--- config.mk ---
export PLATFORM = sky130hd
export DESIGN_NAME = timer_multi_ch_flat
export DESIGN_NICKNAME = d
export VERILOG_FILES = /design/src/rtl/timer_pkg.sv /design/src/rtl/timer_multi_ch_if.sv /design/src/rtl/timer_ch.sv /design/src/rtl/timer_multi_ch.sv /design/src/flat_wrapper.sv
export SDC_FILE = /design/constraint.sdc
export NUM_CORES = 1
export LEC_CHECK = 0
export CAP_MARGIN = 5
export CORE_MARGIN = 2
export CORE_UTILIZATION = 54
export CTS_BUF_LIST = sky130_fd_sc_hd__clkbuf_16
export CTS_CLUSTER_SIZE = 10
export DETAILED_ROUTE_END_ITERATION = 16
export GPL_ROUTABILITY_DRIVEN = 0
export PLACE_DENSITY = 0.88
export SLEW_MARGIN = 20
export SYNTH_ARGS = -nofsm -noshare
export SYNTH_HDL_FRONTEND = slang
export SYNTH_SLANG_ARGS = --single-unit
--- constraint.sdc ---
create_clock -name i_clk -period 3.7 [get_ports i_clk]
set_input_delay 0.37 -clock i_clk [delete_from_list [all_inputs] [get_ports i_clk]]
set_output_delay 0.37 -clock i_clk [all_outputs]
set_load 0.02 [all_outputs]
--- src/rtl/timer_pkg.sv ---
// Shared types and constants for the multi-channel down-counting timer.
package timer_pkg;

    // Default geometry; the top and the interface take these as parameter defaults.
    localparam int DEF_WIDTH     = 4;
    localparam int DEF_NUM_CH    = 4;
    localparam int DEF_PRE_WIDTH = 4;

    // Per-channel control state.
    typedef enum logic {
        ST_IDLE = 1'b0,
        ST_RUN  = 1'b1
    } ch_state_e;

    // Per-channel command strobes, bundled so each channel gets one port.
    typedef struct packed {
        logic load;
        logic start;
        logic stop;
        logic auto_reload;
        logic irq_clr;
    } ch_cmd_t;

    // Lowest bit of channel ch inside a flat NUM_CH*width vector.
    function automatic int ch_lsb(input int ch, input int width);
        return ch * width;
    endfunction

endpackage

--- src/rtl/timer_multi_ch_if.sv ---
// Control/status bundle between a bus master and the multi-channel timer.
interface timer_multi_ch_if
    import timer_pkg::*;
#(
    parameter int WIDTH     = DEF_WIDTH,
    parameter int NUM_CH    = DEF_NUM_CH,
    parameter int PRE_WIDTH = DEF_PRE_WIDTH
);

    // Controls from the master.
    logic [PRE_WIDTH-1:0]      prescale;
    logic [NUM_CH-1:0]         load_en;
    logic [NUM_CH*WIDTH-1:0]   load_data;
    logic [NUM_CH-1:0]         start;
    logic [NUM_CH-1:0]         stop;
    logic [NUM_CH-1:0]         auto_reload;
    logic [NUM_CH-1:0]         irq_clr;

    // Status from the timer.
    logic [NUM_CH*WIDTH-1:0]   cnt_out;
    logic [NUM_CH-1:0]         running;
    logic [NUM_CH-1:0]         cnt_one;
    logic [NUM_CH-1:0]         expire;
    logic [NUM_CH-1:0]         irq;

    modport master (
        output prescale, load_en, load_data, start, stop, auto_reload, irq_clr,
        input  cnt_out, running, cnt_one, expire, irq
    );

    modport slave (
        input  prescale, load_en, load_data, start, stop, auto_reload, irq_clr,
        output cnt_out, running, cnt_one, expire, irq
    );

endinterface

--- src/rtl/timer_ch.sv ---
// One timer channel: IDLE/RUN control, down counter, reload register,
// registered expiry pulse and sticky interrupt flag. Advances only on tick.
module timer_ch
    import timer_pkg::*;
#(
    parameter int WIDTH = DEF_WIDTH
) (
    input  logic             i_clk,
    input  logic             rst,
    input  logic             tick,
    input  ch_cmd_t          cmd,
    input  logic [WIDTH-1:0] load_data,
    output logic [WIDTH-1:0] cnt,
    output logic             running,
    output logic             cnt_one,
    output logic             expire,
    output logic             irq
);

    ch_state_e        state_q, state_d;
    logic [WIDTH-1:0] cnt_q, cnt_d;
    logic [WIDTH-1:0] reload_q, reload_d;
    logic             expire_q, expire_d;
    logic             irq_q, irq_d;
    logic [WIDTH-1:0] eff_cnt;

    // State register: every flop of the channel, synchronous reset.
    always_ff @(posedge i_clk) begin
        // NOTE: reload is an ordinary register, not a memory, so it is reset
        // with everything else and a post-reset auto-reload sees a clean 0.
        if (rst) begin
            state_q  <= ST_IDLE;
            cnt_q    <= '0;
            reload_q <= '0;
            expire_q <= 1'b0;
            irq_q    <= 1'b0;
        end else begin
            // NOTE: non-blocking updates so every flop samples pre-edge values.
            state_q  <= state_d;
            cnt_q    <= cnt_d;
            reload_q <= reload_d;
            expire_q <= expire_d;
            irq_q    <= irq_d;
        end
    end

    // Next-state logic: command priority stop > load > start, then counting.
    always_comb begin
        // NOTE: every target gets a default first so no path infers a latch.
        state_d  = state_q;
        cnt_d    = cnt_q;
        reload_d = reload_q;
        expire_d = 1'b0;
        irq_d    = irq_q & ~cmd.irq_clr;
        eff_cnt  = cmd.load ? load_data : cnt_q;

        unique case (state_q)
            ST_IDLE: begin
                if (!cmd.stop) begin
                    if (cmd.load) begin
                        cnt_d    = load_data;
                        reload_d = load_data;
                    end
                    // A start with nothing to count down is dropped.
                    if (cmd.start && (eff_cnt != '0)) begin
                        state_d = ST_RUN;
                    end
                end
            end

            ST_RUN: begin
                if (cmd.stop) begin
                    // Pause: count is held and a stop on the expiry tick
                    // suppresses both the pulse and the irq set.
                    state_d = ST_IDLE;
                end else begin
                    // A load while running only arms the next period.
                    if (cmd.load) begin
                        reload_d = load_data;
                    end
                    if (tick) begin
                        if (cnt_q > WIDTH'(1)) begin
                            cnt_d = cnt_q - WIDTH'(1);
                        end else if (cnt_q == WIDTH'(1)) begin
                            expire_d = 1'b1;
                            irq_d    = 1'b1;
                            if (cmd.auto_reload && (reload_q != '0)) begin
                                cnt_d = reload_q;
                            end else begin
                                cnt_d   = '0;
                                state_d = ST_IDLE;
                            end
                        end
                    end
                end
            end

            default: state_d = ST_IDLE;
        endcase
    end

    // Output logic: registered status plus the combinational terminal-count hint.
    always_comb begin
        cnt     = cnt_q;
        running = (state_q == ST_RUN);
        cnt_one = (state_q == ST_RUN) && (cnt_q == WIDTH'(1));
        expire  = expire_q;
        irq     = irq_q;
    end

endmodule

--- src/rtl/timer_multi_ch.sv ---
// Multi-channel down-counting timer: one shared prescaler producing tick,
// and NUM_CH independent timer_ch channels advanced by it.
module timer_multi_ch
    import timer_pkg::*;
#(
    parameter int WIDTH     = DEF_WIDTH,
    parameter int NUM_CH    = DEF_NUM_CH,
    parameter int PRE_WIDTH = DEF_PRE_WIDTH
) (
    input  logic               i_clk,
    input  logic               rst,
    timer_multi_ch_if.slave    bus
);

    logic [PRE_WIDTH-1:0]          pre_cnt_q, pre_cnt_d;
    logic                          tick;

    logic [NUM_CH-1:0][WIDTH-1:0]  cnt_arr;
    logic [NUM_CH-1:0]             running_v;
    logic [NUM_CH-1:0]             cnt_one_v;
    logic [NUM_CH-1:0]             expire_v;
    logic [NUM_CH-1:0]             irq_v;

    // Prescaler next state: tick on match, then restart from 0. If prescale
    // drops below the running count the counter wraps through all-ones.
    always_comb begin
        tick      = (pre_cnt_q == bus.prescale);
        pre_cnt_d = tick ? '0 : pre_cnt_q + PRE_WIDTH'(1);
    end

    // Prescaler register; only rst restarts it.
    always_ff @(posedge i_clk) begin
        if (rst) begin
            pre_cnt_q <= '0;
        end else begin
            pre_cnt_q <= pre_cnt_d;
        end
    end

    for (genvar k = 0; k < NUM_CH; k++) begin : g_ch
        localparam int LSB = ch_lsb(k, WIDTH);

        ch_cmd_t ch_cmd;

        assign ch_cmd.load        = bus.load_en[k];
        assign ch_cmd.start       = bus.start[k];
        assign ch_cmd.stop        = bus.stop[k];
        assign ch_cmd.auto_reload = bus.auto_reload[k];
        assign ch_cmd.irq_clr     = bus.irq_clr[k];

        timer_ch #(
            .WIDTH (WIDTH)
        ) u_ch (
            .i_clk     (i_clk),
            .rst       (rst),
            .tick      (tick),
            .cmd       (ch_cmd),
            .load_data (bus.load_data[LSB +: WIDTH]),
            .cnt       (cnt_arr[k]),
            .running   (running_v[k]),
            .cnt_one   (cnt_one_v[k]),
            .expire    (expire_v[k]),
            .irq       (irq_v[k])
        );
    end

    assign bus.cnt_out = cnt_arr;
    assign bus.running = running_v;
    assign bus.cnt_one = cnt_one_v;
    assign bus.expire  = expire_v;
    assign bus.irq     = irq_v;

endmodule
--- src/flat_wrapper.sv ---
// flat-port wrapper written by rule: the top's interface ports become plain ports
module timer_multi_ch_flat import timer_pkg::*;
#(
    parameter int WIDTH     = DEF_WIDTH,
    parameter int NUM_CH    = DEF_NUM_CH,
    parameter int PRE_WIDTH = DEF_PRE_WIDTH
)
  (i_clk, rst, bus_prescale, bus_load_en, bus_load_data, bus_start, bus_stop, bus_auto_reload, bus_irq_clr, bus_cnt_out, bus_running, bus_cnt_one, bus_expire, bus_irq);
  timer_multi_ch_if #(.WIDTH(WIDTH), .NUM_CH(NUM_CH), .PRE_WIDTH(PRE_WIDTH)) bus_i ();
  input  logic i_clk;
  input  logic rst;
  input wire logic [$bits(bus_i.prescale)-1:0] bus_prescale;
  input wire logic [$bits(bus_i.load_en)-1:0] bus_load_en;
  input wire logic [$bits(bus_i.load_data)-1:0] bus_load_data;
  input wire logic [$bits(bus_i.start)-1:0] bus_start;
  input wire logic [$bits(bus_i.stop)-1:0] bus_stop;
  input wire logic [$bits(bus_i.auto_reload)-1:0] bus_auto_reload;
  input wire logic [$bits(bus_i.irq_clr)-1:0] bus_irq_clr;
  output wire logic [$bits(bus_i.cnt_out)-1:0] bus_cnt_out;
  output wire logic [$bits(bus_i.running)-1:0] bus_running;
  output wire logic [$bits(bus_i.cnt_one)-1:0] bus_cnt_one;
  output wire logic [$bits(bus_i.expire)-1:0] bus_expire;
  output wire logic [$bits(bus_i.irq)-1:0] bus_irq;
  assign bus_i.prescale = bus_prescale;
  assign bus_i.load_en = bus_load_en;
  assign bus_i.load_data = bus_load_data;
  assign bus_i.start = bus_start;
  assign bus_i.stop = bus_stop;
  assign bus_i.auto_reload = bus_auto_reload;
  assign bus_i.irq_clr = bus_irq_clr;
  assign bus_cnt_out = bus_i.cnt_out;
  assign bus_running = bus_i.running;
  assign bus_cnt_one = bus_i.cnt_one;
  assign bus_expire = bus_i.expire;
  assign bus_irq = bus_i.irq;
  timer_multi_ch #(.WIDTH(WIDTH), .NUM_CH(NUM_CH), .PRE_WIDTH(PRE_WIDTH)) u_core (.i_clk(i_clk), .rst(rst), .bus(bus_i));
endmodule
==> qor.csv, run 1 <==
metric,value,unit
drv_cap,0,
vias,2661,
ir_drop,258,uV
root_buffer,clkbuf_16,
finalSetupTns,0,ns
reg2reg_depth,6,
synth-seq-cells,48,
yosysWarnings,0,
coreArea,0.00554,mm^2
post_cts_buffers,0,
grt_pass1_vias,2623,
rr_endpoint,u_core.g_ch[0].u_ch.cnt[1],
p_seq_share,40.4,%
ios,74,
synthArstFlopShare,0,%
regToRegStartpoint,u_core.g_ch[0].u_ch.cnt[0],
hold_violations,0,
met2_usage,39.8,%
area_delta_synth_final,25.3,%
drtIter0Drc,140,
skew,0.00454,ns
hpwlAfterDp,5190,um
power_leakage,0.00148,uW
postSynthAreaPerCell,9.03,um^2
path_cells,"inv_1, nor3_1, clkdlybuf4s50_1",
antenna_found_initial,0,
whs_path_depth,2,
cpMaxStageDelayCell,clkdlybuf4s50_1,
fp.dieH,80.0,um
cts_tree,done,
clockPowerShare,35.1,%
fmax,407,MHz
wl_per_cell,15.3,um
syn_inst,345,
rows,27,
gr-max-usage-layer,met2,
hold_ws,0.475,ns
fp.dieArea,0.00640,mm^2
ctsHoldBuffers,0,
routed_wl,7100,um
r2r_slack,1.84,ns
tritoncts.num_buffers,5,
ant_nets,0,
switching_share,28.2,%
cts.clk_slew.worst_paths,0.06,ns
grt_pass1_wl,12100,um
cp-end-kind,output port,
ys_seq_area_share,30.8,%
synthXorXnorAreaFrac,2.41,%
finalCritPeriodShare,66.4,%
grt_max_degree,59,
crit_buf_inv,2,
synth-compound-area-share,14.9,%
grt.met3_usage,3.73,%
cts_max_level,2,
worstPathArrival,2.09,ns
dp_cells,457,
synthAdderAreaFrac,3.61,%
track_usage,23.2,%
p_sw,411,uW
finalMaxSlewViolations,0,
yosys_most_used_dff,dfxtp_1,
muxShareOfSynthArea,15.6,%
postLayoutCoreUtil,70.5,%
finalSetupViolCount,0,
worstSetupStartpointType,register,
cp_max_fo,10,
cp_slowest_stage_delay,0.68,ns
n_antenna_cell,0,
whs_endpoint,u_core.g_ch[0].u_ch.irq,
status,"finished, final reports clean",
p_int,1050,uW
synth_nets,396,
drive_gt1_share,7.63,%
met1_usage,30.6,%
p_comb_share,24.5,%
finalNetCount,443,
start_util,56.3,%
p_total,1460,uW
min_period,2.46,ns
cts_sinks,48,
synth-simple-area-share,24.3,%
remaining_drc_errors,0,
synth-edff-count,0,
crit_type,register to output port,
fillers,453,
yosysUniqueCellTypes,54,
grt_overflow,0,
dr.pass1.iters,4,
post_cts_resized,0,
hp-class,register to register,
clock_path_buffers,2,
holdCritStartpoint,u_core.g_ch[0].u_ch.irq,
vias_per_cell,5.72,
synth_top_family_by_area,simple AND/OR/NAND/NOR gates,
power_density,373,mW/mm^2
rsz0062_at_grt,false,
fp.dieW,80.0,um
required,3.33,ns
maxSlewHeadroom,33.2,%
syn_area,0.00312,mm^2
tightest_slew,1.00,ns
final_cells,465,
portBuffers,73,
clock_latency,0.28,ns
cp_top_family,buffers and inverters,
cells in the final DEF (no fill, tap or decap), types with 2 or more instances in the layout:
master and count:
xnor2_2 3, nor3b_2 4, clkbuf_16 5, nand4_1 8, a211oi_1 4, or2_1 2
a21o_1 3, a41oi_1 2, nand2_1 4, inv_1 17, nor2_1 28, nor2_2 2
mux2i_1 44, or2_2 2, o21ai_4 2, nor3_1 12, and4_1 6, mux2_2 3
xnor2_1 2, o31ai_1 6, nor2b_1 13, dfxtp_1 48, nand4b_1 3, nand3_1 5
clkdlybuf4s50_1 72, o41ai_1 4, a311o_1 9, a21oi_1 16, o211a_1 3, and3_1 6
nand3b_1 4, nand2b_1 20, ha_1 9
power by group through the flow:
stage | Combinational [uW] | Sequential (uW) | Clock [uW]
after global routing | 393 | 594 | 546
after global placement | 347 | 599 | 0
final | 357 | 589 | 512
after floorplan | 225 | 605 | 0
after CTS | 356 | 589 | 524
after detailed placement | 354 | 600 | 0
through the flow:
step,area [um^2],setup slack (ns)
2_1_floorplan,3120,1.96
3_3_place_gp,3740,1.60
4_1_cts,3900,1.27
6_report,3900,1.24
3_5_place_dp,3740,1.60
5_1_grt,3900,1.13
layout make-up:
class	instances	area, um^2	area share, %
inverters	17	63.8	1.63
clock buffers	5	125	3.21
multi-input cells	247	1900	48.6
well taps	72	90.1	2.31
clock inverters	3	42.5	1.09
repair buffers	73	726	18.6
flip-flops and latches	48	961	24.6
routing by layer:
| metal | up-vias | part of all wire (%) |
|---|---|---|
| met3 | 5 | 5.9 |
| met2 | 77 | 48 |
| met5 | - | 0 |
| met4 | 0 | 0.77 |
| met1 | 1246 | 45 |
| li1 | 1333 | - |
tightest hold or removal path: stages, from the launching register on:
cell      delay (ns)
dfxtp_1         0.31
nand2b_1        0.07
a21oi_1         0.05
synth_stat cells (all sizes together), types with 4 or more instances:
cell	number	area share, %
dfxtp	48	31
mux2	4	1.4
xnor2	5	2.1
o21ai	4	1.5
a21oi	16	2.6
clkbuf	10	1.2
a311o	9	2.9
a211oi	4	0.96
buf	23	5.1
nand2	4	0.48
nor3	12	1.9
nand2b	21	4.3
o41ai	4	1.1
nand4	8	1.6
and3	6	1.2
and4	7	2.0
nand3	5	0.80
or2	4	0.80
o31ai	6	1.4
nand3b	4	0.96
ha	9	3.6
nor2b	13	2.6
nor2	30	3.8
nor3b	4	1.6
inv	17	2.0
mux2i	44	14
flip-flops by register name, summed over array words and instances (netlist names):
| signal | cells |
|---|---|
| u_core.g_ch.u_ch.running | 4 |
| u_core.g_ch.u_ch.expire | 4 |
| u_core.g_ch.u_ch.reload_q | 16 |
| u_core.pre_cnt_q | 4 |
| u_core.g_ch.u_ch.cnt | 16 |
| u_core.g_ch.u_ch.irq | 4 |
logic make-up after synthesis:
group | after synthesis
flops | 48
compound gates | 58
simple gates | 126
xor+xnor | 6
buf+inv | 50
fa+ha+maj | 9
mux | 48
worst max path at each step:
stage / from / to / slack, ns / cells after the start
finish: u_core.g_ch[3].u_ch.running / bus_cnt_one[3] / 1.24 / 3
CTS: u_core.g_ch[3].u_ch.running / bus_cnt_one[3] / 1.27 / 3
global route: u_core.g_ch[3].u_ch.running / bus_cnt_one[3] / 1.13 / 3
detailed placement: u_core.g_ch[3].u_ch.running / bus_cnt_one[3] / 1.60 / 3
floorplan: u_core.g_ch[2].u_ch.cnt[0] / u_core.g_ch[2].u_ch.cnt[3] / 1.96 / 6
global placement: u_core.g_ch[3].u_ch.running / bus_cnt_one[3] / 1.60 / 3
(Power assumes the default switching activity.)
==> inputs of run 2 (changes only) <==
CORE_UTILIZATION = 45   (was 54)
PLACE_DENSITY = 0.78   (was 0.88)
clock period = 2.19 ns   (was 3.7 ns; I/O delays follow)
==> run 2 against run 1 <==
  * Flip-flop and latch count unchanged
  * Cell count increased by 2.8%
  * Clock skew rose by 0.0014 ns
  * Highest routed layer unchanged
  * Register-to-register slack worse by 1.5 ns
  * Wire length increased by 0.51%
  * Critical path type unchanged
  * Critical path depth stayed put
  * First-iteration DRC count is 55% lower
  * Clock power grew 46%
==> qor.csv, run 2 (synthesis results as in run 1) <==
metric,value,unit
status,"finished, final reports clean",
r2r_slack,0.34,ns
fmax,477,MHz
fin_area,0.00393,mm^2
tritoncts.num_buffers,5,
remaining_drc_errors,0,
drv_cap,0,
p_seq_share,42.1,%
power_leakage,0.00149,uW
fp.dieW,87.2,um
finalMaxSlewViolations,0,
switching_share,29.6,%
cts_sinks,48,
finalNetCount,448,
p_int,1660,uW
finalCritPeriodShare,95.8,%
ff_latch_area,961,um^2
holdCritStartpoint,rst,
root_buffer,clkbuf_16,
ios,74,
crit_type,register to output port,
cp_slowest_stage_delay,0.63,ns
wl_per_cell,14.9,um
worstPathArrival,1.88,ns
area_delta_synth_final,26.1,%
hold_violations,0,
vias_per_cell,5.60,
path_cells,"ha_1, and3_1, clkdlybuf4s50_1",
clockPowerShare,31.8,%
clock_path_buffers,2,
met1_usage,24.6,%
power_density,599,mW/mm^2
hp-class,input port to register,
cp_top_family,buffers and inverters,
cp_max_fo,7,
regToRegStartpoint,u_core.g_ch[2].u_ch.cnt[0],
whs_endpoint,u_core.g_ch[3].u_ch.reload_q[0],
reg2reg_depth,6,
portBuffers,73,
hpwlAfterDp,5370,um
multi_input_area,0.00190,mm^2
worstSetupStartpointType,register,
grt_pass1_wl,11700,um
clock_latency,0.28,ns
hold_ws,0.272,ns
fp.dieArea,0.00761,mm^2
whs_path_depth,2,
grt_pass1_vias,2560,
ir_drop,338,uV
grt_max_degree,30,
coreArea,0.00676,mm^2
dp_cells,470,
drive_gt1_share,9.05,%
finalSetupTns,0,ns
antenna_found_initial,0,
grt.met3_usage,3.22,%
routed_wl,7130,um
post_cts_buffers,0,
layout_commonest_cell,clkdlybuf4s50_1,
maxSlewHeadroom,69.9,%
p_comb_share,26.2,%
cts.clk_slew.worst_paths,0.07,ns
mostFrequentLayoutCells,"71 x clkdlybuf4s50_1, 48 x dfxtp_1, 44 x mux2i_1",
cp-end-kind,output port,
start_util,46.1,%
crit_buf_inv,1,
skew,0.00591,ns
grt_overflow,0,
final_cells,478,
dr.pass1.iters,4,
vias,2677,
dpl_cell_area,0.00378,mm^2
finalSetupViolCount,0,
fp.dieH,87.2,um
rsz0062_at_grt,false,
cts_max_level,2,
gr-max-usage-layer,met2,
rows,30,
min_period,2.10,ns
n_antenna_cell,0,
rr_endpoint,u_core.g_ch[2].u_ch.cnt[1],
drtIter0Drc,63,
tightest_slew,0.450,ns
required,1.97,ns
track_usage,18.7,%
ant_nets,0,
fillers,603,
cpMaxStageDelayCell,clkdlybuf4s50_1,
p_sw,696,uW
cts_tree,done,
met2_usage,32.1,%
[run 2: power by group through the flow]
| stage | Combinational, uW | Clock [uW] | Sequential (uW) |
|---|---|---|---|
| after floorplan | 380 | 0 | 1020 |
| after global placement | 603 | 0 | 1010 |
| after detailed placement | 612 | 0 | 1010 |
| after CTS | 616 | 766 | 988 |
| after global routing | 674 | 812 | 998 |
| final | 616 | 747 | 989 |
[run 2: cell type report]
type	count	area share [%]
multi-input cells	247	48.3
flip-flops and latches	48	24.5
repair buffers	78	19.4
clock buffers	5	3.18
well taps	80	2.55
inverters	17	1.62
clock inverters	3	0.478
[run 2: worst max-delay path by stage]
stage	start	to	depth (start not counted)
floorplan	u_core.g_ch[2].u_ch.cnt[0]	u_core.g_ch[2].u_ch.cnt[3]	6
global placement	u_core.g_ch[3].u_ch.cnt[1]	bus_cnt_one[3]	5
detailed placement	u_core.g_ch[3].u_ch.cnt[1]	bus_cnt_one[3]	5
CTS	u_core.g_ch[1].u_ch.cnt[2]	bus_cnt_one[1]	3
global route	u_core.g_ch[0].u_ch.cnt[0]	bus_cnt_one[0]	3
finish	u_core.g_ch[1].u_ch.cnt[0]	bus_cnt_one[1]	3
[run 2: per-layer routing]
layer | part of all wire (%) | up-vias
li1 | - | 1337
met3 | 4.7 | 4
met1 | 46 | 1258
met4 | 0.52 | 0
met2 | 48 | 78
met5 | 0 | -
[run 2: stage by stage]
step	setup WS (ns)	power, uW	utilization (%)
3_3_place_gp	0.292	1610	56.0
3_5_place_dp	0.258	1620	56.0
4_1_cts	0.0801	2370	58.1
5_1_grt	0.00305	2480	58.1
6_report	0.0917	2350	58.1
2_1_floorplan	0.454	1400	-
[run 2: worst register-to-register path: cells and delay by family (launching register included)]
kind | cells | cell delay (ns)
adders and majority gates | 1 | 0.25
muxes | 1 | 0.10
DFF | 1 | 0.46
buffers and inverters | 1 | 0.07
AOI/OAI and AO/OA | 1 | 0.24
and+or+nand+nor | 2 | 0.60
[run 2: what timing repair did]
action	in CTS	in global routing
gates resized for setup	1	1
setup endpoints to repair	1	1
hold buffers	0	0
==> inputs of run 3 (changes only) <==
SLEW_MARGIN = 10   (was 20)
==> results of run 3 <==
No change in the layout: final DEF, timing and power equal those of run 2.
